===== config.mk =====
export PLATFORM = sky130hd
export DESIGN_NAME = uart_tx_sched
export DESIGN_NICKNAME = d
export VERILOG_FILES = /design/src/rtl/uart_pkg.sv /design/src/rtl/rr_arbiter.sv /design/src/rtl/uart_tx_sched.sv
export SDC_FILE = /design/constraint.sdc
export NUM_CORES = 1
export LEC_CHECK = 0
export BUFFER_PORTS_ARGS = -buffer_cell sky130_fd_sc_hd__buf_2
export CAP_MARGIN = 25
export CORE_ASPECT_RATIO = 1.2
export CORE_MARGIN = 10
export CORE_UTILIZATION = 25
export CTS_BUF_LIST = sky130_fd_sc_hd__clkbuf_8
export DETAILED_ROUTE_END_ITERATION = 16
export SETUP_SLACK_MARGIN = 0.02
export SYNTH_ARGS = -nofsm -noshare
export SYNTH_HDL_FRONTEND = slang
export SYNTH_SLANG_ARGS = --single-unit

===== constraint.sdc =====
create_clock -name clk_i -period 4.3 [get_ports clk_i]
set_clock_uncertainty 0.2 [all_clocks]
set_input_delay 0.43 -clock clk_i [delete_from_list [all_inputs] [get_ports clk_i]]
set_output_delay 0.43 -clock clk_i [all_outputs]
set_load 0.03 [all_outputs]

===== src/rtl/uart_pkg.sv =====
// Purpose: shared types and widths for the UART transmit scheduling path.
// Latency: n/a (types and constants only).
// Backpressure: n/a.
package uart_pkg;

  localparam int UART_WORD_W = 9;
  localparam int CFG_SIZE_W  = 4;
  localparam int CFG_PEN_W   = 1;
  localparam int CFG_PTYPE_W = 1;
  localparam int CFG_STOP_W  = 2;

  typedef enum logic [2:0] {
    ST_IDLE      = 3'd0,
    ST_START     = 3'd1,
    ST_WAIT_BUSY = 3'd2,
    ST_WAIT_DONE = 3'd3,
    ST_GAP       = 3'd4
  } sched_state_e;

  // Frame configuration as seen by the transmitter.
  typedef struct packed {
    logic [CFG_SIZE_W-1:0]  data_size;
    logic [CFG_PEN_W-1:0]   parity_en;
    logic [CFG_PTYPE_W-1:0] parity_odd;
    logic [CFG_STOP_W-1:0]  stop_size;
  } uart_cfg_t;

  localparam uart_cfg_t CFG_RESET = '0;

endpackage


===== src/rtl/rr_arbiter.sv =====
// Purpose: round-robin pick of one requester, searching upward from ptr_i+1 with wrap.
// Latency: purely combinational.
// Backpressure: adv_i=0 suppresses any grant; requests are never stored here.
// Ports: req_i (NREQ requests), ptr_i (last winner), adv_i (grant allowed),
//        gnt_o (one-hot grant), idx_o (encoded winner), vld_o (a grant is issued).
module rr_arbiter #(
  parameter int NREQ = 2
) (
  input  logic [NREQ-1:0] req_i,
  input  logic [2:0]      ptr_i,
  input  logic            adv_i,
  output logic [NREQ-1:0] gnt_o,
  output logic [2:0]      idx_o,
  output logic            vld_o
);

  logic [7:0] req_ext;
  logic [3:0] cand;

  always_comb begin
    req_ext            = '0;
    req_ext[NREQ-1:0]  = req_i;
    idx_o              = '0;
    vld_o              = 1'b0;
    cand               = '0;
    // ptr_i < NREQ <= 8, so ptr_i + k never exceeds 15 and a single
    // conditional subtract implements the wrap.
    for (int k = 1; k <= NREQ; k++) begin
      cand = {1'b0, ptr_i} + 4'(k);
      if (cand >= 4'(NREQ)) cand = cand - 4'(NREQ);
      if (adv_i && !vld_o && req_ext[cand[2:0]]) begin
        vld_o = 1'b1;
        idx_o = cand[2:0];
      end
    end
  end

  assign gnt_o = vld_o ? (NREQ'(1) << idx_o) : '0;

endmodule


===== src/rtl/uart_tx_sched.sv =====
// Purpose: shares one UART frame transmitter between NREQ valid/ready requesters, round-robin.
// Latency: grant in the IDLE cycle, tx_start_o one cycle later; gap of GAP_CYCLES+1 after each frame.
// Backpressure: req_ready_o only pulses in IDLE with enable_i and tx_rdy_i high; requesters hold valid until then.
// Ports: clk_i/rst_i (async active-high), enable_i, req_valid_i/req_data_i/req_ready_o,
//        cfg_* frame config inputs, tx_* transmitter interface, busy_o, grant_id_o, err_timeout_o.
module uart_tx_sched
  import uart_pkg::*;
#(
  parameter int NREQ       = 2,
  parameter int GAP_CYCLES = 1,
  parameter int TIMEOUT    = 4
) (
  input  logic                        clk_i,
  input  logic                        rst_i,
  input  logic                        enable_i,
  input  logic [NREQ-1:0]             req_valid_i,
  input  logic [NREQ*UART_WORD_W-1:0] req_data_i,
  output logic [NREQ-1:0]             req_ready_o,
  input  logic [CFG_SIZE_W-1:0]       cfg_data_size_i,
  input  logic                        cfg_parity_en_i,
  input  logic                        cfg_parity_odd_i,
  input  logic [CFG_STOP_W-1:0]       cfg_stop_size_i,
  output logic                        tx_en_o,
  output logic                        tx_start_o,
  output logic [UART_WORD_W-1:0]      tx_data_o,
  output logic [CFG_SIZE_W-1:0]       tx_data_size_o,
  output logic                        tx_parity_size_o,
  output logic                        tx_parity_type_o,
  output logic [CFG_STOP_W-1:0]       tx_stop_size_o,
  input  logic                        tx_rdy_i,
  output logic                        busy_o,
  output logic [2:0]                  grant_id_o,
  output logic                        err_timeout_o
);

  sched_state_e           state_q, state_d;
  logic [2:0]             ptr_q, ptr_d;
  logic [2:0]             grant_id_q, grant_id_d;
  logic [UART_WORD_W-1:0] data_q, data_d;
  uart_cfg_t              cfg_q, cfg_d;
  logic [3:0]             tmo_q, tmo_d;
  logic [7:0]             gap_q, gap_d;
  logic                   err_q, err_d;
  logic                   tx_en_q, tx_en_d;

  logic                   arb_adv;
  logic [NREQ-1:0]        arb_gnt;
  logic [2:0]             arb_idx;
  logic                   arb_vld;
  logic [UART_WORD_W-1:0] sel_data;
  uart_cfg_t              cfg_in;

  // rst_i gates the grant so req_ready_o reads as 0 while reset is held.
  assign arb_adv = (state_q == ST_IDLE) && enable_i && tx_rdy_i && !rst_i;

  rr_arbiter #(.NREQ(NREQ)) u_arb (
    .req_i (req_valid_i),
    .ptr_i (ptr_q),
    .adv_i (arb_adv),
    .gnt_o (arb_gnt),
    .idx_o (arb_idx),
    .vld_o (arb_vld)
  );

  always_comb begin
    sel_data = '0;
    for (int i = 0; i < NREQ; i++) begin
      if (arb_gnt[i]) sel_data = req_data_i[UART_WORD_W*i +: UART_WORD_W];
    end
  end

  assign cfg_in = {cfg_data_size_i, cfg_parity_en_i, cfg_parity_odd_i, cfg_stop_size_i};

  always_comb begin
    state_d    = state_q;
    ptr_d      = ptr_q;
    grant_id_d = grant_id_q;
    data_d     = data_q;
    cfg_d      = cfg_q;
    tmo_d      = tmo_q;
    gap_d      = gap_q;
    err_d      = err_q;
    tx_en_d    = enable_i;
    unique case (state_q)
      ST_IDLE: begin
        if (arb_vld) begin
          data_d     = sel_data;
          cfg_d      = cfg_in;
          ptr_d      = arb_idx;
          grant_id_d = arb_idx;
          state_d    = ST_START;
        end
      end
      ST_START: begin
        tmo_d   = 4'(TIMEOUT);
        state_d = ST_WAIT_BUSY;
      end
      ST_WAIT_BUSY: begin
        if (!tx_rdy_i) begin
          state_d = ST_WAIT_DONE;
        end else if (tmo_q <= 4'd1) begin
          // Counter reaches zero on this cycle: the transmitter never took the frame.
          tmo_d   = '0;
          err_d   = 1'b1;
          gap_d   = 8'(GAP_CYCLES);
          state_d = ST_GAP;
        end else begin
          tmo_d = tmo_q - 4'd1;
        end
      end
      ST_WAIT_DONE: begin
        if (tx_rdy_i) begin
          gap_d   = 8'(GAP_CYCLES);
          state_d = ST_GAP;
        end
      end
      ST_GAP: begin
        if (gap_q == 8'd0) state_d = ST_IDLE;
        else               gap_d   = gap_q - 8'd1;
      end
      default: state_d = ST_IDLE;
    endcase
  end

  always_ff @(posedge clk_i or posedge rst_i) begin
    if (rst_i) begin
      state_q    <= ST_IDLE;
      ptr_q      <= 3'(NREQ-1);
      grant_id_q <= '0;
      data_q     <= '0;
      cfg_q      <= CFG_RESET;
      tmo_q      <= '0;
      gap_q      <= '0;
      err_q      <= 1'b0;
      tx_en_q    <= 1'b0;
    end else begin
      state_q    <= state_d;
      ptr_q      <= ptr_d;
      grant_id_q <= grant_id_d;
      data_q     <= data_d;
      cfg_q      <= cfg_d;
      tmo_q      <= tmo_d;
      gap_q      <= gap_d;
      err_q      <= err_d;
      tx_en_q    <= tx_en_d;
    end
  end

  assign req_ready_o      = arb_gnt;
  assign tx_en_o          = tx_en_q;
  assign tx_start_o       = (state_q == ST_START);
  assign tx_data_o        = data_q;
  assign tx_data_size_o   = cfg_q.data_size;
  assign tx_parity_size_o = cfg_q.parity_en;
  assign tx_parity_type_o = cfg_q.parity_odd;
  assign tx_stop_size_o   = cfg_q.stop_size;
  assign busy_o           = (state_q != ST_IDLE);
  assign grant_id_o       = grant_id_q;
  assign err_timeout_o    = err_q;

endmodule


==> impl_metrics.toml, run 1 <==
[status]
status = "completed"

[setup_path]
crit_fanout = 25
arrival_ns = 2.78
crit_family = "flip-flops"
cp-startpoint = "ptr_q[0]"
slowest_delay_ns = 0.80
critPathSlowestCell = "dfstp_2"
crit_type = "reg2out"
path_buf_inv = 3
cp.required_ns = 3.67
r2r-start = "ptr_q[0]"
path_cells = "inv_1, ha_1, nor4b_1, nor3_1, o2111ai_1, buf_4, o21ai_1, nor2_1, buf_2"
worstSetupEndpointType = "primary output"
startpoint_type = "register"

[die]
placement_rows = 36
initial_utilization_pct = 25.8
die_w_um = 104
die_h_um = 121
ios = 58
dieArea_sq_um = 12500
core-area_sq_um = 8150

[synth]
synth_edf_count = 0
synth-main-ff-cell = "dfrtp_1"
synthArstFlopShare_pct = 100
yosysSeqAreaShare_pct = 45.2
syn_area_per_cell_sq_um = 10.1
synth_cell_types = 48
synthTopCellsByArea = "dfrtp_1 44%, ha_1 5.9%, mux2_2 4.8%, nor2_1 4.3%, o221a_2 4.3%"
synth_common_cells = "37 x dfrtp_1, 24 x nor2_1, 20 x inv_1"
syn-cell-area_sq_um = 2100
synthDominantCellAreaShare_pct = 44.0
yosysTopAreaCell = "dfrtp_1"
synth.ff_latch_count = 38
syn_inst = 208
yosysWarnings = 0
synth_nets = 250
synth.most_common_cell = "dfrtp_1"

[cts]
cts_tree = "yes"
clock_path_buffers = 2
cts_hold_buf = 0
clk-insertion-delay-late_ns = 0.29
cts.sinks = 38
post-cts-setup-buffers = 0
clock-root-buffer = "clkbuf_8"
cts_buffers = 5
clk_pin_slew_ns = 0.08
cts_resized = 0
htreeDepth = 2

[timing]
fin_crit_sh_pct = 79.2
finalHoldViolations = 0
fmax_ghz = 0.294
tightest_slew_ns = 0.874
drv_slew = 0
setup_violations = 0
slew_headroom_pct = 41.3
tns_ns = 0
fin_crit_ns = 3.41
rsz0062_at_grt = "no"

[drt]
drc = 0
routed_wl_um = 5360
via_per_inst = 4.73
drt_pre_antenna_iters = 4
vias = 1806
ant_nets = 0
first_iter_violations = 106
wire_per_inst_um = 14.0

[power]
power.density_nw_per_um2 = 249
switching_share_pct = 23.1
peakVddDrop_uv = 98.1
p_leak_nw = 1.28
clkPwrFrac_pct = 39.4
internal_power_uw = 497
power_frac_comb_pct = 5.3
p_sw_uw = 149
p_seq_share_pct = 55.3

[placed_design]
hpwl_um = 4160
routabilityCongestion = 0.757
io_buffers = 57
place_inst = 374

[grt]
grt_max_degree = 26
grt_pass1_wl_um = 8790
grt_pass1_vias = 1789
antenna_found_initial = 0
track_usage_pct = 8.43
globalRouteOverflowTotal = 0

[cells_and_area]
syn_to_final_growth_pct = 23.3
drive_gt1_share_pct = 34.0
num_antenna_cells = 0
fin_cells = 382
nNetsFinal = 309

[worst_hold_path]
hold_class = "in2reg"
worstHoldStart = "enable_i"

[run]
maxCapViolations = 0
## power by group through the flow
| stage | registers [mW] | logic (mW) | clock network [mW] |
|---|---|---|---|
| after global placement | 0.365 | 0.0344 | 0 |
| final | 0.358 | 0.0342 | 0.255 |
| after detailed placement | 0.365 | 0.0349 | 0 |
| after floorplan | 0.366 | 0.0114 | 0 |
| after CTS | 0.358 | 0.0351 | 0.265 |
| after global routing | 0.358 | 0.0388 | 0.283 |
## stage by stage
step	hold WS, ns	util (%)	area (sq um)	power (mW)	setup WS (ns)
5_1_grt	0.0433	31.8	2590	0.679	0.602
6_report	0.0580	31.8	2590	0.646	0.893
3_5_place_dp	0.255	30.7	2500	0.400	1.03
2_1_floorplan	0.261	-	2100	0.377	1.14
3_3_place_gp	0.249	30.7	2500	0.399	1.13
4_1_cts	0.0423	31.8	2590	0.658	0.901
## metal layers
metal,track usage [%],up-vias,wire (um),part of all wire [%]
met3,2.87,10,325,6.1
met4,3.66,0,118,2.2
met5,0,-,0,0
met1,10.0,868,2420,45
met2,13.6,59,2500,47
li1,-,869,-,-
## layout by cell type (no fill, tap or decap), types with 2 or more instances in the layout
cell type,netlist,routed
and2_1,2,2
clkbuf_8,0,6
a211oi_1,2,2
o21ai_0,5,5
ha_1,10,10
a31oi_1,9,9
nand2_1,12,12
nand2b_1,3,3
buf_2,1,57
nor4_1,2,2
buf_4,3,3
mux2_2,9,9
xnor2_1,3,3
inv_1,20,22
nor3_1,7,7
dfrtp_1,37,37
o32a_1,8,8
a21o_1,2,2
nor3b_1,3,3
a21oi_1,6,6
xor2_1,4,4
or3_1,2,2
o221a_2,8,8
nor2_1,24,24
## layout make-up
type,instances,area [sq um]
well taps,114,143
flip-flops and latches,38,952
fillers,863,5560
inverters,20,75.1
repair buffers,60,308
multi-input cells,142,1030
clock inverters,2,7.51
clock buffers,6,82.6
## registers in the layout (all words and copies together) (netlist names)
signal and count:
tx_data_size_o 4, tx_data_o 9, grant_id_o 1, ptr_q 3, tx_en_o 1, tx_parity_type_o 1, err_timeout_o 1, tx_parity_size_o 1
gap_q 8, state_q 3, tx_stop_size_o 2, tmo_q 4
## worst reg2reg max path, delay by kind of cell (launching register included)
family	cells	cell delay, ns
simple gates	1	0.21
compound gates	2	1.04
mux	1	0.42
flops	1	0.80
fa+ha+maj	1	0.24
buf+inv	1	0.20
## final timing paths
path | to | slack, ns | cells after the start
setup / recovery | req_ready_o[0] | 0.89 | 9
min in group asynchronous | grant_id_o[0] | 0.08 | 2
setup reg to reg | tx_stop_size_o[0] | 1.06 | 6
hold / removal | tx_en_o | 0.06 | 1
hold reg to reg | err_timeout_o | 0.27 | 1
max in group asynchronous | ptr_q[0] | 3.03 | 3
## kinds of logic (layout without fill, tap and decap cells)
group                    count (synthesis)  count (layout)  synth area share (%)
flip-flops                              38              38                  45.2
XOR/XNOR                                 7               7                  2.91
AO/OA/AOI/OAI                           50              50                  18.7
adder cells (fa/ha/maj)                 10              10                  5.95
AND/OR/NAND/NOR                         65              65                  15.9
multiplexers                            10              10                  5.29
buffers and inverters                   28              88                  5.94
(Power assumes the default switching activity.)
==> run 2, diff against run 1 <==
==> constraint.sdc (replaced) <==
create_clock -name clk_i -period 3.3 [get_ports clk_i]
set_clock_uncertainty 0.2 [all_clocks]
set_input_delay 0.33 -clock clk_i [delete_from_list [all_inputs] [get_ports clk_i]]
set_output_delay 0.33 -clock clk_i [all_outputs]
set_load 0.03 [all_outputs]
==> run 2 against run 1 <==
- the run now ends with hold timing left
- hold slack got worse by 0.070 ns
- global-route usage grew 0.33 points
- non-clock buffer count is 5 higher
- register-to-register slack worse by 0.74 ns
- sequential power rose by 30%
- utilization grew 0.66 points
- setup slack got worse by 0.60 ns
- via count rose by 0.55%
- first-iteration DRC count shrank 40%
- final area is 2.1% higher
- critical path depth unchanged
- total power grew 31%
==> impl_metrics.toml, run 2 (same netlist as run 1, synthesis figures left out) <==
[status]
status = "finished with violations"
failed_checks = "hold timing"

[drt]
ant_nets = 0
wire_per_inst_um = 14.4
vias = 1816
drc = 0
via_per_inst = 4.69
routed_wl_um = 5580
drt_pre_antenna_iters = 4
first_iter_violations = 64

[die]
ios = 58
initial_utilization_pct = 25.8
core-area_sq_um = 8150
placement_rows = 36
die_w_um = 104
die_h_um = 121
dieArea_sq_um = 12500

[placed_design]
io_buffers = 57
pre_cts_ws_ns = 0.228
hpwl_um = 4280
routabilityCongestion = 0.782

[setup_path]
worstSetupEndpointType = "primary output"
path_cells = "inv_1, ha_1, nand2b_1, nand2_1, o2111ai_1, buf_4, o21ai_1, nor2_1, buf_2"
crit_family = "flip-flops"
worst-path-stages = 9
crit_type = "reg2out"
critPathSlowestCell = "dfstp_2"
path_buf_inv = 3
r2r-start = "ptr_q[0]"
crit_fanout = 9
r2r-end = "tx_data_size_o[3]"
slowest_delay_ns = 0.62
r2r_cells = 7
cp.required_ns = 2.77
r2r_slack_ns = 0.32
arrival_ns = 2.47
startpoint_type = "register"

[power]
p_seq_share_pct = 55.2
p_sw_uw = 194
power_frac_comb_pct = 5.4
switching_share_pct = 23.0
power.density_nw_per_um2 = 319
internal_power_uw = 650
clkPwrFrac_pct = 39.4
p_leak_nw = 1.30
fin_total_pwr_uw = 844
peakVddDrop_uv = 108

[cts]
cts_buffers = 5
htreeDepth = 2
cts_tree = "yes"
clock-root-buffer = "clkbuf_8"
clk_pin_slew_ns = 0.08
clock_path_buffers = 2
clk-insertion-delay-late_ns = 0.29
cts.sinks = 38

[timing]
hold_ws_ns = -0.0122
tightest_slew_ns = 0.807
fin_crit_ns = 3.00
slew_headroom_pct = 46.2
tns_ns = 0
fmax_ghz = 0.333
setup_slack_ns = 0.297
finalHoldViolations = 17
drv_slew = 0
setup_violations = 0
rsz0062_at_grt = "no"
fin_crit_sh_pct = 91.0

[grt]
grt_max_degree = 22
track_usage_pct = 8.76
grt_pass1_vias = 1869
grt_pass1_wl_um = 9140
antenna_found_initial = 0
globalRouteOverflowTotal = 0

[worst_hold_path]
hold_class = "in2async"

[cells_and_area]
largest_reg_flops = 9
syn_to_final_growth_pct = 25.9
layout_common_cells = "57 x buf_2, 37 x dfrtp_1, 24 x nor2_1, 21 x inv_1, 12 x nand2_1"
num_antenna_cells = 0
drive_gt1_share_pct = 35.9
layout_commonest_cell = "buf_2"
nNetsFinal = 314
num-fill-cells = 856

[run]
maxCapViolations = 0
## run 2: changes by cell type in the layout (fill, tap and decap cells not counted), sizes merged
cell | previous run | this run
inv | 22 | 21
dlygate4sd3 | 0 | 1
clkinv | 0 | 1
buf | 60 | 64
## run 2: metrics by stage
| step | utilization, % | cells | instance area (sq um) |
|---|---|---|---|
| after floorplan | - | 208 | 2100 |
| after global placement | 30.9 | 376 | 2520 |
| after detailed placement | 30.9 | 376 | 2520 |
| after CTS | 32.2 | 385 | 2620 |
| after global routing | 32.5 | 387 | 2650 |
| final | 32.5 | 387 | 2650 |
## run 2: power by group through the flow
stage	Clock (mW)	Combinational (mW)	Sequential, mW
floorplan	0	0.0149	0.477
global placement	0	0.0449	0.475
detailed placement	0	0.0453	0.475
CTS	0.349	0.0465	0.466
global route	0.369	0.0521	0.466
finish	0.332	0.0458	0.466
## run 2: what timing repair did
action,4_1_cts,5_1_grt
buffers inserted,0,2
resized for setup,0,3
hold buffers,1,0
setup endpoints to repair,0,3
hold endpoints to repair,1,0
## run 2: layer usage
layer	track usage (%)	vias up	wire, um
met5	0	-	0
met4	2.87	0	119
met3	2.82	11	302
met2	15.6	56	2820
met1	9.65	870	2340
li1	-	879	-
## run 2: worst max path at each step
stage               startpoint  slack (ns)                 to
floorplan             ptr_q[0]        0.24     req_ready_o[0]
finish                ptr_q[0]        0.30     req_ready_o[0]
detailed placement    ptr_q[0]        0.23  tx_data_size_o[3]
CTS                   ptr_q[0]        0.15     req_ready_o[0]
global route          ptr_q[0]        0.12     req_ready_o[0]
global placement      ptr_q[0]        0.34  tx_data_size_o[1]
## run 2: layout make-up
class                           instances  area [sq um]  share of cell area (%)
Sequential cell                        38           952                    35.9
Clock buffer                            6          82.6                    3.12
Tap cell                              114           143                    5.38
Inverter                               20          75.1                    2.83
Timing Repair Buffer                   65           348                    13.1
Multi-Input combinational cell        142          1040                    39.3
Clock inverter                          2          8.76                   0.331
## run 2: worst register-to-register path: stages (launching register included)
cell and delay [ns]:
dfstp_2 0.62, inv_1 0.15, ha_1 0.35, nand2b_1 0.13, nand2_1 0.11, a21oi_1 0.22
o21a_1 0.68, mux2_2 0.42
